`src/rtl/buffer_pkg.sv`:
```
// Shared types and default sizes for the buffer
// and its stream controller.
package buffer_pkg;

  localparam int DEPTH      = 32;
  localparam int DATA_WIDTH = 8;
  localparam int ADDR_WIDTH = $clog2(DEPTH);
  localparam int SKID_DEPTH = 4;

  typedef enum logic [1:0] {
    IDLE  = 2'd0,
    READ  = 2'd1,
    DRAIN = 2'd2
  } state_t;

endpackage

```
`src/rtl/buffer_stream_ctrl_if.sv`:
```
// Host, stream and buffer-port signals of the
// buffer stream controller.
interface buffer_stream_ctrl_if
  import buffer_pkg::*;
#(
  parameter int AddrWidth = ADDR_WIDTH,
  parameter int DataWidth = DATA_WIDTH
);

  logic                 start;
  logic                 startReady;
  logic [AddrWidth-1:0] baseAddr;
  logic [AddrWidth:0]   length;
  logic [DataWidth-1:0] outData;
  logic                 outValid;
  logic                 outReady;
  logic                 done;
  logic                 writeReq;
  logic [AddrWidth-1:0] writeAddr;
  logic [DataWidth-1:0] writeData;
  logic                 writeGnt;
  logic                 bufWriteEn;
  logic [AddrWidth-1:0] bufWriteAddr;
  logic [DataWidth-1:0] bufDataIn;
  logic                 bufReadEn;
  logic [AddrWidth-1:0] bufReadAddr;
  logic [DataWidth-1:0] bufDataOut;

  modport slave (
    input  start, baseAddr, length,
    input  outReady, writeReq,
    input  writeAddr, writeData,
    input  bufDataOut,
    output startReady, outData, outValid,
    output done, writeGnt,
    output bufWriteEn, bufWriteAddr,
    output bufDataIn,
    output bufReadEn, bufReadAddr
  );

  modport master (
    output start, baseAddr, length,
    output outReady, writeReq,
    output writeAddr, writeData,
    output bufDataOut,
    input  startReady, outData, outValid,
    input  done, writeGnt,
    input  bufWriteEn, bufWriteAddr,
    input  bufDataIn,
    input  bufReadEn, bufReadAddr
  );

endinterface

```
`src/rtl/stream_fifo.sv`:
```
// Small synchronous FIFO that holds read data
// until the stream consumer takes it.
module stream_fifo #(
  parameter int SkidDepth = 4,
  parameter int DataWidth = 8
) (
  input  logic                 clk,
  input  logic                 rst,
  input  logic                 push,
  input  logic [DataWidth-1:0] push_data,
  input  logic                 pop,
  output logic [DataWidth-1:0] head,
  output logic [$clog2(SkidDepth):0] count,
  output logic                 empty,
  output logic                 full
);

  localparam int PtrW = $clog2(SkidDepth);
  localparam int CntW = PtrW + 1;

  logic [DataWidth-1:0] mem [SkidDepth];
  logic [PtrW-1:0]      wr_ptr;
  logic [PtrW-1:0]      rd_ptr;

  // pointer and occupancy tracking
  always_ff @(posedge clk) begin
    if (rst) begin
      wr_ptr <= '0;
      rd_ptr <= '0;
      count  <= '0;
    end else begin
      if (push) wr_ptr <= wr_ptr + PtrW'(1);
      if (pop)  rd_ptr <= rd_ptr + PtrW'(1);
      count <= count + CntW'(push)
                     - CntW'(pop);
    end
  end

  // storage needs no reset; head is masked when empty
  always_ff @(posedge clk) begin
    if (push) mem[wr_ptr] <= push_data;
  end

  // status and head view
  always_comb begin
    empty = (count == '0);
    full  = (count == CntW'(SkidDepth));
    head  = empty ? '0 : mem[rd_ptr];
  end

endmodule

```
`src/rtl/buffer_stream_ctrl.sv`:
```
// Shares one buffer between host writes and a
// credit-limited read stream toward the PE array.
module buffer_stream_ctrl
  import buffer_pkg::*;
#(
  parameter int Depth     = DEPTH,
  parameter int DataWidth = DATA_WIDTH,
  parameter int AddrWidth = $clog2(Depth),
  parameter int SkidDepth = SKID_DEPTH
) (
  input logic clk,
  input logic rst,
  buffer_stream_ctrl_if.slave bus
);

  localparam int CntW = $clog2(SkidDepth) + 1;
  localparam int LenW = AddrWidth + 1;

  state_t               state;
  state_t               state_nx;
  logic [AddrWidth-1:0] addr;
  logic [LenW-1:0]      remaining;
  logic [1:0]           inflight;
  logic                 rd_pend;
  logic                 done_q;
  logic                 done_nx;

  logic [DataWidth-1:0] head;
  logic [CntW-1:0]      count;
  logic                 empty;
  logic                 full;

  logic accept;
  logic credit_ok;
  logic issue;
  logic push;
  logic pop;
  logic drained;

  stream_fifo #(
    .SkidDepth (SkidDepth),
    .DataWidth (DataWidth)
  ) u_fifo (
    .clk       (clk),
    .rst       (rst),
    .push      (push),
    .push_data (bus.bufDataOut),
    .pop       (pop),
    .head      (head),
    .count     (count),
    .empty     (empty),
    .full      (full)
  );

  // issue credit, handshake and drain detection
  always_comb begin
    accept    = (state == IDLE) && bus.start;
    credit_ok = !full &&
                ((int'(count) + int'(inflight))
                 < SkidDepth);
    issue     = (state == READ) &&
                (remaining != '0) && credit_ok;
    push      = rd_pend;
    pop       = !empty && bus.outReady;
    drained   = (remaining == '0) &&
                (inflight == '0) &&
                (empty ||
                 ((count == CntW'(1)) && pop));
  end

  // next state and completion pulse
  always_comb begin
    state_nx = state;
    done_nx  = 1'b0;
    case (state)
      IDLE: begin
        if (bus.start) begin
          if (bus.length != '0) begin
            state_nx = READ;
          end else begin
            done_nx = 1'b1;
          end
        end
      end
      READ: begin
        if (issue &&
            (remaining == LenW'(1))) begin
          state_nx = DRAIN;
        end
      end
      DRAIN: begin
        if (drained) begin
          state_nx = IDLE;
          done_nx  = 1'b1;
        end
      end
      default: state_nx = IDLE;
    endcase
  end

  // state, address/length counters, in-flight reads
  always_ff @(posedge clk) begin
    if (rst) begin
      state     <= IDLE;
      addr      <= '0;
      remaining <= '0;
      inflight  <= '0;
      rd_pend   <= 1'b0;
      done_q    <= 1'b0;
    end else begin
      state    <= state_nx;
      done_q   <= done_nx;
      rd_pend  <= issue;
      inflight <= inflight + 2'(issue)
                           - 2'(push);
      if (accept) begin
        addr      <= bus.baseAddr;
        remaining <= bus.length;
      end else if (issue) begin
        addr      <= addr + AddrWidth'(1);
        remaining <= remaining - LenW'(1);
      end
    end
  end

  // stream, buffer-port and arbitration outputs
  always_comb begin
    bus.startReady   = (state == IDLE);
    bus.outValid     = !empty;
    bus.outData      = head;
    bus.done         = done_q;
    bus.bufReadEn    = issue;
    bus.bufReadAddr  = addr;
    bus.writeGnt     = bus.writeReq &&
                       (state == IDLE) &&
                       !bus.start;
    bus.bufWriteEn   = bus.writeGnt;
    bus.bufWriteAddr = bus.writeAddr;
    bus.bufDataIn    = bus.writeData;
  end

endmodule

```
`src/flat_wrapper.sv`:
```
// flat-port wrapper written by rule: the top's interface ports become plain ports
module buffer_stream_ctrl_flat import buffer_pkg::*;
#(
  parameter int Depth     = DEPTH,
  parameter int DataWidth = DATA_WIDTH,
  parameter int AddrWidth = $clog2(Depth),
  parameter int SkidDepth = SKID_DEPTH
)
  (clk, rst, bus_start, bus_baseAddr, bus_length, bus_outReady, bus_writeReq, bus_writeAddr, bus_writeData, bus_bufDataOut, bus_startReady, bus_outData, bus_outValid, bus_done, bus_writeGnt, bus_bufWriteEn, bus_bufWriteAddr, bus_bufDataIn, bus_bufReadEn, bus_bufReadAddr);
  buffer_stream_ctrl_if #(.AddrWidth(AddrWidth), .DataWidth(DataWidth)) bus_i ();
  input logic clk;
  input logic rst;
  input wire logic [$bits(bus_i.start)-1:0] bus_start;
  input wire logic [$bits(bus_i.baseAddr)-1:0] bus_baseAddr;
  input wire logic [$bits(bus_i.length)-1:0] bus_length;
  input wire logic [$bits(bus_i.outReady)-1:0] bus_outReady;
  input wire logic [$bits(bus_i.writeReq)-1:0] bus_writeReq;
  input wire logic [$bits(bus_i.writeAddr)-1:0] bus_writeAddr;
  input wire logic [$bits(bus_i.writeData)-1:0] bus_writeData;
  input wire logic [$bits(bus_i.bufDataOut)-1:0] bus_bufDataOut;
  output wire logic [$bits(bus_i.startReady)-1:0] bus_startReady;
  output wire logic [$bits(bus_i.outData)-1:0] bus_outData;
  output wire logic [$bits(bus_i.outValid)-1:0] bus_outValid;
  output wire logic [$bits(bus_i.done)-1:0] bus_done;
  output wire logic [$bits(bus_i.writeGnt)-1:0] bus_writeGnt;
  output wire logic [$bits(bus_i.bufWriteEn)-1:0] bus_bufWriteEn;
  output wire logic [$bits(bus_i.bufWriteAddr)-1:0] bus_bufWriteAddr;
  output wire logic [$bits(bus_i.bufDataIn)-1:0] bus_bufDataIn;
  output wire logic [$bits(bus_i.bufReadEn)-1:0] bus_bufReadEn;
  output wire logic [$bits(bus_i.bufReadAddr)-1:0] bus_bufReadAddr;
  assign bus_i.start = bus_start;
  assign bus_i.baseAddr = bus_baseAddr;
  assign bus_i.length = bus_length;
  assign bus_i.outReady = bus_outReady;
  assign bus_i.writeReq = bus_writeReq;
  assign bus_i.writeAddr = bus_writeAddr;
  assign bus_i.writeData = bus_writeData;
  assign bus_i.bufDataOut = bus_bufDataOut;
  assign bus_startReady = bus_i.startReady;
  assign bus_outData = bus_i.outData;
  assign bus_outValid = bus_i.outValid;
  assign bus_done = bus_i.done;
  assign bus_writeGnt = bus_i.writeGnt;
  assign bus_bufWriteEn = bus_i.bufWriteEn;
  assign bus_bufWriteAddr = bus_i.bufWriteAddr;
  assign bus_bufDataIn = bus_i.bufDataIn;
  assign bus_bufReadEn = bus_i.bufReadEn;
  assign bus_bufReadAddr = bus_i.bufReadAddr;
  buffer_stream_ctrl #(.Depth(Depth), .DataWidth(DataWidth), .AddrWidth(AddrWidth), .SkidDepth(SkidDepth)) u_core (.clk(clk), .rst(rst), .bus(bus_i));
endmodule
```
`config.mk`:
```
export PLATFORM = sky130hd
export DESIGN_NAME = buffer_stream_ctrl_flat
export DESIGN_NICKNAME = d
export VERILOG_FILES = /design/src/rtl/buffer_pkg.sv /design/src/rtl/buffer_stream_ctrl_if.sv /design/src/rtl/stream_fifo.sv /design/src/rtl/buffer_stream_ctrl.sv /design/src/flat_wrapper.sv
export SDC_FILE = /design/constraint.sdc
export NUM_CORES = 1
export LEC_CHECK = 0
export BUFFER_PORTS_ARGS = -buffer_cell sky130_fd_sc_hd__buf_2
export CORE_MARGIN = 2
export CORE_UTILIZATION = 48
export DETAILED_ROUTE_END_ITERATION = 8
export MAX_ROUTING_LAYER = met4
export PLACE_DENSITY = 0.86
export SYNTH_ARGS = -nofsm -noshare
export SYNTH_HDL_FRONTEND = slang
export SYNTH_SLANG_ARGS = --single-unit
```
`constraint.sdc`:
```
create_clock -name clk -period 2.1 [get_ports clk]
set_input_delay 0.42 -clock clk [delete_from_list [all_inputs] [get_ports clk]]
set_output_delay 0.42 -clock clk [all_outputs]
set_load 0.03 [all_outputs]
```
==> run_results.csv <==
group,metric,value,unit
synthesis,synth_mux_area_frac,0.0771,
drt,wl_met3,375,um
sta,fin_crit_sh,1.05,
global_route,grt_pass1_wl,8.87,mm
power,pwr_density_cell,1230,nW/um2
drt,dr.pass1.iters,4,
sta,maxSlewHeadroom,0.664,
sta,setup_viol,3,
synthesis,synth_edf_count,32,
clock_network,insertion_delay,340,ps
setup_path,worstPathRequired,1680,ps
global_route,gr-total-overflow,0,
synthesis,ys_ff_latch,58,
setup_path,timing.rr.end,"u_core.u_fifo.count[2]",
setup_path,cp-end-kind,"primary output",
sta,clock_skew,9.43,ps
sta,slew_violations,0,
power,switching_share,0.333,
synthesis,syn_nets,274,
min_path,min-delay-start,"bus_bufDataOut[7]",
setup_path,crit_type,"reg2out",
flow_run,cap_violations,0,
min_path,hold_path_depth,1,
sta,fin_tns_setup,-228,ps
die,rows,27,
power,power_frac_seq,0.336,
power,total_power,4.26,mW
clock_network,cts_tree,"done",
drt,num_vias,1958,
setup_path,r2r_cells,9,
setup_path,start_kind,"flop",
cells_and_area,area_delta_synth_final,26.0,%
die,die-height,79.6,um
sta,min_period,2200,ps
sta,rsz0062_at_grt,"true",
power,switchingPower,1.42,mW
global_route,grt_max_degree,27,
power,irDropWorstVdd,0.000466,V
sta,hold_violations,0,
synthesis,synth_top_family_by_area,"simple AND/OR/NAND/NOR gates",
setup_path,arrival,1780,ps
drt,met2_length,3.02,mm
outcome,violations,"setup timing",
clock_network,cts_max_level,3,
power,combPwrFrac,0.412,
place,dp_hpwl,3.63,mm
synthesis,synthSimpleGateAreaFrac,0.145,
cells_and_area,antennaDiodeCount,0,
synthesis,synthAdderAreaFrac,0.0620,
synthesis,synth_ff_type,"edfxtp_1",
synthesis,syn_area,2740,um2
setup_path,r2r_start,"u_core.u_fifo.count[0]",
power,clkPwrFrac,0.252,
synthesis,postSynth.asyncResetShare,0,
global_route,grt_pass1_vias,1925,
drt,wl_met1,2.40,mm
clock_network,clk_path_buf_depth,2,
clock_network,cts_sinks,58,
cells_and_area,fill_cells,378,
clock_network,cts-root-buf,"clkbuf_8",
outcome,status,"finished, violations left",
drt,drtIter0Drc,188,
die,core-area,5510,um2
sta,fmax,455,MHz
power,p_leak,1.34,nW
drt,wire_per_inst,17.0,um
synthesis,syn_avg_cell_area,12.2,um2
place,io_buffers,42,
synthesis,yosysWarnings,0,
synthesis,yosys.area_share.xor_xnor,0.0255,
die,start_util,0.498,
die,dieWidth,79.6,um
clock_network,numCtsBuffers,9,
cells_and_area,layout-drive-gt1-share,0.399,
synthesis,synth_compound_area_frac,0.0757,
synthesis,synth_cell_types,44,
global_route,antenna_found_initial,0,
setup_path,reg2reg_slack,-70,ps
cells_and_area,final_common_cell,"buf_2",
cells_and_area,fin_nets,328,
place,place.gp.congestion,0.791,
drt,drc,0,
clock_network,clk_pin_slew_worst_paths,60,ps
drt,viasPerCell,5.52,
min_path,hold_end,"u_core.u_fifo.mem[0][7]",
synthesis,synthesis.instances,224,
min_path,min_path_type,"in2reg",
drt,ant_nets,0,
sta,setup_ws,-96.9,ps
cells_and_area,layout_common_cells,"35 x buf_2, 32 x edfxtp_1, 20 x nor2_1, 20 x buf_4, 19 x dfxtp_1",
sta,holdWs,302,ps
setup_path,critPathMaxFanout,2,
sta,tightest_slew,504,ps
synthesis,yosysSeqAreaShare,0.540,
global_route,grt.total_usage,0.196,
die,die-area,6330,um2
power,p_int,2.84,mW
die,boundaryPins,69,
drt,wl,6.03,mm
drt,highest_layer,"met4",
routing by layer:
layer  vias up  global-route usage
met5         -                   -
met1       934               0.221
met3        23              0.0385
met4         0               0.147
li1        915                   -
met2        86               0.308
power groups by stage:
| stage | sequential [mW] | clock, mW | combinational, mW |
|---|---|---|---|
| floorplan | 1.44 | 0 | 0.982 |
| global placement | 1.41 | 0 | 1.30 |
| detailed placement | 1.42 | 0 | 1.35 |
| CTS | 1.41 | 1.08 | 1.54 |
| global route | 1.44 | 1.13 | 1.86 |
| finish | 1.43 | 1.07 | 1.75 |
how the worst max path moves through the flow:
stage / startpoint / cells after the start / end
floorplan: u_core.u_fifo.count[1] / 10 / u_core.inflight[1]
global placement: u_core.u_fifo.count[0] / 9 / u_core.u_fifo.count[2]
detailed placement: u_core.u_fifo.count[0] / 9 / u_core.u_fifo.count[2]
CTS: u_core.remaining[3] / 5 / bus_bufReadEn
global route: u_core.u_fifo.count[1] / 11 / u_core.inflight[1]
finish: u_core.remaining[5] / 5 / bus_bufReadEn
timing repair:
action / 4_1_cts / 5_1_grt
gates resized for setup: 17 / 24
hold buffers: 0 / 0
gates cloned: 0 / 0
setup buffers: 7 / 4
pin swaps: 10 / 10
setup endpoints to repair: 11 / 11
cell usage after synthesis (all sizes together), types with 4 or more instances:
cell type / number / area, um2
buf: 17 / 126
nand3: 11 / 55.1
edfxtp: 32 / 961
nor2: 20 / 75.1
clkbuf: 5 / 18.8
or3: 6 / 40.0
ha: 12 / 150
inv: 16 / 60.1
dfxtp: 26 / 521
and2: 13 / 81.3
a21oi: 6 / 30.0
mux4: 8 / 180
nand4: 4 / 25.0
nor2b: 4 / 25.0
xnor2: 5 / 43.8
sequential cells by signal (all words and copies together), names as in the netlist, named ones only:
register and count:
u_core.bus.bufReadAddr 5, u_core.state 2, u_core.bus.done 1, u_core.u_fifo.count 3
u_core.u_fifo.mem 32, u_core.push 1, u_core.inflight 2, u_core.u_fifo.rd_ptr 2
u_core.u_fifo.wr_ptr 2, u_core.remaining 6
final cells by class:
type                       instances  area [um2]  share of cell area
clock buffer                      11         131              0.0380
clock inverter                     5        71.3              0.0206
inverter                          16        62.6              0.0181
multi-input combinational        128        1150               0.333
sequential                        58        1490               0.431
tap                               72        90.1              0.0261
timing repair buffer              65         459               0.133
kinds of logic after synthesis:
family	Yosys count
AOI/OAI and AO/OA	26
muxes	11
buffers and inverters	38
xor gates and xnor gates	8
and+or+nand+nor	70
DFF	58
adders and majority gates	13
worst max-delay path, stage by stage (launching register included):
cell and delay [ps]:
dfxtp_2 330, or4_4 560, o211ai_4 250, buf_8 150
inv_4 30, buf_6 120
per-stage QoR:
stage	utilization	area (um2)	instances	setup slack [ps]
floorplan	-	2790	224	-36.3
global placement	0.551	3030	328	-38.7
detailed placement	0.551	3030	328	-94.0
CTS	0.610	3360	351	-43.7
global route	0.627	3450	355	-148
finish	0.627	3450	355	-96.9
Power figures use the tool's default switching activity.
